===== config.mk =====
export PLATFORM = sky130hd
export DESIGN_NAME = updn_cntr_fsm
export DESIGN_NICKNAME = d
export VERILOG_FILES = /design/src/rtl/updn_cntr_pkg.sv /design/src/rtl/tc_event_cntr.sv /design/src/rtl/updn_cntr_fsm.sv
export SDC_FILE = /design/constraint.sdc
export NUM_CORES = 1
export LEC_CHECK = 0
export CAP_MARGIN = 40
export CORE_MARGIN = 3
export CORE_UTILIZATION = 45
export DETAILED_ROUTE_END_ITERATION = 10
export PLACE_DENSITY = 0.82
export SYNTH_ARGS = -nofsm -noshare
export SYNTH_HDL_FRONTEND = slang
export SYNTH_SLANG_ARGS = --single-unit
export TNS_END_PERCENT = 30

===== constraint.sdc =====
create_clock -name clk -period 3.7 [get_ports clk]
set_input_delay 0.74 -clock clk [delete_from_list [all_inputs] [get_ports clk]]
set_output_delay 0.74 -clock clk [all_outputs]
set_load 0.005 [all_outputs]

===== src/rtl/updn_cntr_pkg.sv =====
// rtl/updn_cntr_pkg.sv - shared state and mode encodings for the up/down counter
package updn_cntr_pkg;

  typedef enum logic [3:0] {
    IDLE    = 4'b0001,
    CNT_UP  = 4'b0010,
    CNT_DWN = 4'b0100,
    OVRFLW  = 4'b1000
  } state_t;

  localparam logic [1:0] MODE_STOP = 2'b00;
  localparam logic [1:0] MODE_WRAP = 2'b01;
  localparam logic [1:0] MODE_SAT  = 2'b10;

endpackage


===== src/rtl/tc_event_cntr.sv =====
// rtl/tc_event_cntr.sv - saturating count of terminal events
module tc_event_cntr #(
  parameter int WDTH = 8
) (
  input  logic            clk,
  input  logic            rst,
  input  logic            clr,
  input  logic            inc,
  output logic [WDTH-1:0] cnt
);

  localparam logic [WDTH-1:0] ONE = WDTH'(1);

  always_ff @(posedge clk) begin
    if (rst || clr) begin
      cnt <= '0;
    end else if (inc && (cnt != '1)) begin
      cnt <= cnt + ONE;
    end
  end

endmodule


===== src/rtl/updn_cntr_fsm.sv =====
// rtl/updn_cntr_fsm.sv - up/down counter with one-hot FSM, STOP/WRAP/SAT modes; UPDN_CNTR_TC_CNT_EN adds tc_cnt
module updn_cntr_fsm
  import updn_cntr_pkg::*;
#(
  parameter int CNTR_WDTH   = 8,
  parameter int TC_CNT_WDTH = 8
) (
  input  logic                   clk,
  input  logic                   rst,
  input  logic                   act,
  input  logic                   up_dwn,
  input  logic [1:0]             mode,
  input  logic [CNTR_WDTH-1:0]   max_val,
  input  logic                   load,
  input  logic [CNTR_WDTH-1:0]   load_val,
  input  logic                   ovf_clr,
`ifdef UPDN_CNTR_TC_CNT_EN
  output logic [TC_CNT_WDTH-1:0] tc_cnt,
`endif
  output logic [CNTR_WDTH-1:0]   count,
  output logic                   ovrflw,
  output logic                   undrflw,
  output logic                   tc_pls,
  output logic [3:0]             state_o
);

  localparam logic [CNTR_WDTH-1:0] ONE = CNTR_WDTH'(1);

  state_t                 state_q, state_d;
  logic [CNTR_WDTH-1:0]   count_q, count_d;
  logic                   ovrflw_q, ovrflw_d;
  logic                   undrflw_q, undrflw_d;
  logic                   tc_pls_q;
  logic                   term_ev;
  logic [CNTR_WDTH-1:0]   clamp_val;
  logic [CNTR_WDTH-1:0]   dec_val;
  state_t                 run_next;

  assign clamp_val = (count_q > max_val) ? max_val : count_q;
  assign dec_val   = ((count_q - ONE) > max_val) ? max_val : (count_q - ONE);
  assign run_next  = act ? (up_dwn ? CNT_UP : CNT_DWN) : IDLE;

  always_comb begin
    state_d   = state_q;
    count_d   = count_q;
    ovrflw_d  = ovrflw_q;
    undrflw_d = undrflw_q;
    term_ev   = 1'b0;
    if (load) begin
      count_d   = (load_val > max_val) ? max_val : load_val;
      state_d   = IDLE;
      ovrflw_d  = 1'b0;
      undrflw_d = 1'b0;
    end else if (ovf_clr) begin
      ovrflw_d  = 1'b0;
      undrflw_d = 1'b0;
      if (state_q == OVRFLW) state_d = IDLE;
    end else begin
      case (state_q)
        IDLE: state_d = run_next;
        CNT_UP: begin
          state_d = run_next;
          if (count_q >= max_val) begin
            term_ev  = 1'b1;
            ovrflw_d = 1'b1;
            if (mode == MODE_WRAP) begin
              count_d = '0;
            end else begin
              count_d = clamp_val;
              if (mode != MODE_SAT) state_d = OVRFLW;
            end
          end else begin
            count_d = count_q + ONE;
          end
        end
        CNT_DWN: begin
          state_d = run_next;
          if (count_q == '0) begin
            term_ev   = 1'b1;
            undrflw_d = 1'b1;
            if (mode == MODE_WRAP) begin
              count_d = max_val;
            end else begin
              count_d = clamp_val;
              if (mode != MODE_SAT) state_d = OVRFLW;
            end
          end else begin
            count_d = dec_val;
          end
        end
        OVRFLW: state_d = OVRFLW;
        default: state_d = IDLE;
      endcase
    end
  end

  always_ff @(posedge clk) begin
    if (rst) begin
      state_q   <= IDLE;
      count_q   <= '0;
      ovrflw_q  <= 1'b0;
      undrflw_q <= 1'b0;
      tc_pls_q  <= 1'b0;
    end else begin
      state_q   <= state_d;
      count_q   <= count_d;
      ovrflw_q  <= ovrflw_d;
      undrflw_q <= undrflw_d;
      tc_pls_q  <= term_ev;
    end
  end

`ifdef UPDN_CNTR_TC_CNT_EN
  tc_event_cntr #(.WDTH(TC_CNT_WDTH)) u_tc_event_cntr (
    .clk (clk),
    .rst (rst),
    .clr (load | ovf_clr),
    .inc (term_ev),
    .cnt (tc_cnt)
  );
`endif

  assign count   = count_q;
  assign ovrflw  = ovrflw_q;
  assign undrflw = undrflw_q;
  assign tc_pls  = tc_pls_q;
  assign state_o = state_q;

endmodule


==> results of run 1 <==
flip-flops by register name, summed over array words and instances (netlist names):
| signal | cells |
|---|---|
| ovrflw | 1 |
| state_o | 4 |
| undrflw | 1 |
| tc_pls | 1 |
| count | 8 |
worst max-delay path, stage by stage, from the launching register on:
cell and delay [ns]:
dfxtp_1 0.37, or4_4 0.58, nor4_1 0.25, xor2_1 0.15, ha_1 0.34, nand4_1 0.19, nor4b_1 0.39, nand2b_1 0.21
nand3_2 0.20, nand2_2 0.23, a2bb2oi_1 0.20, o2111ai_1 0.12
power by group:
part	switching [mW]	leakage, nW	total [mW]	internal [mW]
registers	0.0128	0.123	0.182	0.169
clock network	0.0651	0.0217	0.141	0.0757
logic	0.203	0.933	0.366	0.163
stage by stage:
step                instance area, um2  hold slack (ns)  cells  power (mW)
floorplan                         2090            0.484    269       0.420
CTS                               2590            0.503    360       0.687
detailed placement                2540            0.483    356       0.545
global placement                  2540            0.486    356       0.537
finish                            2590            0.506    360       0.689
global route                      2590            0.522    360       0.734
final cells by class:
class,count,area [um2]
Fill cell,420,1820
Multi-Input combinational cell,223,1650
Timing Repair Buffer,50,470
Sequential cell,15,300
Clock inverter,1,7.51
Tap cell,52,65.1
Clock buffer,3,41.3
Inverter,16,60.1
layer usage:
layer,up-vias,track usage,routed length (um)
met3,10,0.0284,372
met2,76,0.389,2810
met1,1004,0.302,2810
met4,0,0.0785,167
met5,-,0,0
li1,1080,-,-
placed cells by master (no fill, tap or decap), types with 2 or more instances in the layout:
cell / synthesis / routed
dfxtp_1: 15 / 15
or4_1: 2 / 2
or2_2: 5 / 5
nand3_2: 2 / 2
a31oi_1: 3 / 3
a211o_1: 6 / 6
nor2b_1: 4 / 4
o2111ai_1: 2 / 2
nand2b_1: 4 / 4
inv_1: 16 / 16
nor3b_1: 2 / 2
o221a_2: 5 / 5
nand4_1: 8 / 8
xnor2_1: 5 / 5
buf_4: 0 / 12
nand2_1: 17 / 17
nor3_1: 9 / 9
nor2_1: 17 / 17
clkbuf_8: 0 / 3
o211ai_1: 6 / 6
o21ai_0: 13 / 13
a2bb2oi_1: 3 / 3
a21oi_1: 22 / 22
ha_1: 29 / 29
and3_2: 3 / 3
xor2_1: 9 / 9
mux2i_1: 13 / 13
clkdlybuf4s50_1: 0 / 38
nand3_1: 9 / 9
nor4_1: 3 / 3
path summary, 6_finish.rpt:
kind	to	slack, ns	depth (start not counted)
setup / recovery	count[5]	0.35	11
hold / removal	ovrflw	0.51	2
setup reg to reg	count[5]	0.35	11
hold reg to reg	ovrflw	0.51	2
cells by family after synthesis:
| logic type | share of synthesized area |
|---|---|
| AO/OA/AOI/OAI | 0.251 |
| XOR/XNOR | 0.0586 |
| adder cells (fa/ha/maj) | 0.173 |
| buffers and inverters | 0.0682 |
| flip-flops | 0.144 |
| multiplexers | 0.0622 |
| AND/OR/NAND/NOR | 0.243 |
==> flow_summary.toml, run 1 <==
[detailed_routing]
drc = 0
vias = 2170
wl_mm = 6.16
firstDrtPassIters = 4
drtAntennaViolNets = 0
wl_per_cell_um = 17.1
drtIter0Drc = 184
vias_per_cell = 6.03

[critical_path]
crit_path_end_kind = "flip-flop"
critPathLaunchType = "flip-flop"
r2r-start = "count[2]"
critPathMaxFanout = 7
path_class = "flip-flop to flip-flop"
critical_path_required_ns = 3.82
worstSetupStartpoint = "count[2]"
worstPathArrival_ns = 3.47

[synth]
synth-edff-count = 0
synthDominantCellAreaShare = 0.173
synth_seq_cells = 15
avgSynthCellArea_um2 = 7.78
synth_cell_type_count = 52
async_reset_ff_frac = 0
syn_inst = 269
yosys_warnings = 0
synth_common_cells = "ha_1, a21oi_1, nand2_1, nor2_1, inv_1"
ys_seq_area_frac = 0.144
synthMostInstantiatedCell = "ha_1"
synth_ff_type = "dfxtp_1"
yosysTopAreaCell = "ha_1"
syn_nets = 322
ys_top_cells_by_area = "ha_1, dfxtp_1, mux2i_1, a21oi_1, xor2_1"
synthesis.area_um2 = 2090

[floorplanning]
coreArea_um2 = 4410
boundaryPins = 39
start_util = 0.474
row_count = 24
die_w_um = 74.2
die_h_um = 74.2
die_area_um2 = 5500

[sta]
finalCriticalPeriod_ns = 3.35
tightest_slew_ns = 0.710
setup_viol = 0
fin_crit_sh = 0.907
clock_skew_ns = 0.00814
setup_ws_ns = 0.345
hold_violations = 0
rsz0062_at_grt = "no"
tns_ns = 0
fmax_mhz = 298
finalMaxSlewViolations = 0
slew-limit-headroom = 0.525

[finish]
fin_util = 0.588
antenna_cells = 0
nNetsFinal = 362
areaGrowthSynthToFinish_pct = 24.0
drive_gt1_frac = 0.130

[clocking]
numCtsBuffers = 3
cts_root_buf = "clkbuf_8"
clk_pin_slew_ns = 0.07
cts_sinks = 15
cts_setup_buffers = 0
cts_resized = 0
ctsLongestPathBuffers = 2
htreeDepth = 1
clk_latency_ns = 0.25
ctsHoldBuffers = 0
cts_tree = "built"

[placed_design]
io_buffers = 38
place.gp.congestion = 0.946
dp_hpwl_mm = 4.76
pre_cts_ws_ns = 0.277

[min_path]
min_path_type = "flip-flop to flip-flop"
hp-start = "ovrflw"

[global_routing]
antenna_found_initial = 0
grt.overflow.total = 0
grt_first_pass_wirelength_mm = 10.0
grt_usage = 0.230
grt_start_max_net_pins = 14
grt_pass1_vias = 2124

[pwr]
p_leak_nw = 1.08
vdd_drop_max_mv = 0.162
power.density_nw_per_um2 = 265

[job]
cap_violations = 0

[run_status]
status = "completed"
Power figures use the tool's default switching activity.
==> inputs of run 2 (changes only) <==
--- a/config.mk
+++ b/config.mk
@@ -6,8 +6,10 @@
 export NUM_CORES = 1
 export LEC_CHECK = 0
 export CAP_MARGIN = 40
+export CORE_ASPECT_RATIO = 0.8
 export CORE_MARGIN = 3
 export CORE_UTILIZATION = 45
+export CTS_BUF_LIST = sky130_fd_sc_hd__clkbuf_4 sky130_fd_sc_hd__clkbuf_8 sky130_fd_sc_hd__clkbuf_16
 export DETAILED_ROUTE_END_ITERATION = 10
 export PLACE_DENSITY = 0.82
 export SYNTH_ARGS = -nofsm -noshare
==> run 2 against run 1 <==
  * Sequential share of layout area is essentially flat
  * Die area grew 0.10%
  * Worst hold slack lost 0.0062 ns
  * Core utilization grew 1.0 points
  * Power grew 1.1%
  * Final area is essentially flat
  * Count of clock-buffer cells in the layout grew 1
  * Sequential power is essentially flat
  * Register-to-register slack gained 0.08 ns
  * Clock power grew 8%
  * Wire length shrank 1.6%
  * Flip-flop and latch count is the same
==> flow_summary.toml, run 2 (synthesis results as in run 1) <==
[pwr]
p_leak_nw = 1.08
vdd_drop_max_mv = 0.125
power.density_nw_per_um2 = 268

[global_routing]
grt_first_pass_wirelength_mm = 9.63
grt_start_max_net_pins = 14
antenna_found_initial = 0
grt_pass1_vias = 2004
grt.overflow.total = 0
grt_usage = 0.231

[clocking]
cts_tree = "built"
numCtsBuffers = 3
htreeDepth = 1
cts_resized = 0
cts_setup_buffers = 0
clk_latency_ns = 0.26
clk_pin_slew_ns = 0.07
ctsHoldBuffers = 0
cts_sinks = 15
ctsLongestPathBuffers = 2
cts_root_buf = "clkbuf_8"

[floorplanning]
row_count = 21
coreArea_um2 = 4340
die_area_um2 = 5510
die_h_um = 67.0
boundaryPins = 39
start_util = 0.483
die_w_um = 82.2

[finish]
areaGrowthSynthToFinish_pct = 23.9
fillers = 392
antenna_cells = 0
layout_commonest_cell = "clkdlybuf4s50_1"
layout_common_cells = "clkdlybuf4s50_1, ha_1, a21oi_1"
largest_reg_flops = 8
drive_gt1_frac = 0.127
fin_util = 0.598
nNetsFinal = 361

[sta]
tightest_slew_ns = 0.788
finalMaxSlewViolations = 0
fmax_mhz = 305
hold_violations = 0
rsz0062_at_grt = "no"
finalCriticalPeriod_ns = 3.28
setup_viol = 0
setup_ws_ns = 0.421
clock_skew_ns = 0.00204
fin_crit_sh = 0.886
tns_ns = 0
slew-limit-headroom = 0.473

[critical_path]
critPathLaunchType = "flip-flop"
worstPathArrival_ns = 3.43
path_class = "flip-flop to flip-flop"
critPathMaxFanout = 6
r2r_setup_slack_ns = 0.42
critical_path_required_ns = 3.85
r2r-start = "count[0]"
r2r_cells = 12
timing.rr.end = "count[7]"
crit_path_end_kind = "flip-flop"

[placed_design]
dp_hpwl_mm = 4.67
place.gp.congestion = 0.995
pre_cts_ws_ns = 0.313
io_buffers = 38

[detailed_routing]
drtAntennaViolNets = 0
wl_mm = 6.06
firstDrtPassIters = 6
drc = 0
drtIter0Drc = 200
vias_per_cell = 6.10
wl_per_cell_um = 16.7
vias = 2220

[min_path]
holdPathEnd = "ovrflw"
whs_path_depth = 2
hp-start = "ovrflw"
min_path_type = "flip-flop to flip-flop"

[job]
cap_violations = 0

[run_status]
status = "completed"
run 2: worst max path at each step:
stage / startpoint / endpoint / cells past startpoint
floorplan: count[0] / count[4] / 13
global placement: max_val[7] / count[5] / 11
detailed placement: max_val[7] / count[5] / 11
CTS: count[0] / count[7] / 12
global route: count[5] / count[5] / 11
finish: count[0] / count[7] / 12
run 2: final cells by class:
type | instances | area (um2) | area share
clock buffers | 4 | 48.8 | 0.0188
inverters | 16 | 60.1 | 0.0232
multi-input cells | 223 | 1650 | 0.636
flip-flops and latches | 15 | 300 | 0.116
well taps | 57 | 71.3 | 0.0275
repair buffers | 49 | 463 | 0.179
run 2: power breakdown:
group | internal (mW) | total (mW) | switching, mW
sequential | 0.169 | 0.181 | 0.0115
clock | 0.0840 | 0.152 | 0.0680
combinational | 0.161 | 0.363 | 0.202
run 2: per-layer routing:
layer,routed length [um],part of all wire,up-vias,track usage
li1,-,-,1080,-
met3,666,0.11,13,0.0473
met4,103,0.017,0,0.0622
met5,0,0,-,0
met2,2530,0.42,117,0.337
met1,2760,0.46,1010,0.336
run 2: stage by stage:
stage               power [mW]  hold WS, ns  instances  cell area [um2]
floorplan                0.420        0.484        269             2090
global placement         0.531        0.480        360             2540
detailed placement       0.538        0.486        360             2540
CTS                      0.688        0.500        364             2590
global route             0.743        0.556        364             2590
finish                   0.696        0.500        364             2590
run 2: critical path: stages (launching register included):
cell and delay (ns):
dfxtp_1 0.31, inv_1 0.16, ha_1 0.24, inv_1 0.07
or3_2 0.42, xnor2_1 0.17, ha_1 0.29, nand4_1 0.14
nor4b_1 0.40, nand2b_1 0.21, nand3_2 0.19, o221a_2 0.33
a211o_1 0.23
==> inputs of run 3 (changes only) <==
--- a/config.mk
+++ b/config.mk
@@ -6,7 +6,6 @@
 export NUM_CORES = 1
 export LEC_CHECK = 0
 export CAP_MARGIN = 40
-export CORE_ASPECT_RATIO = 0.8
 export CORE_MARGIN = 3
 export CORE_UTILIZATION = 45
 export CTS_BUF_LIST = sky130_fd_sc_hd__clkbuf_4 sky130_fd_sc_hd__clkbuf_8 sky130_fd_sc_hd__clkbuf_16
==> results of run 3 <==
The final DEF is identical to that of run 1; final timing and power are the same.
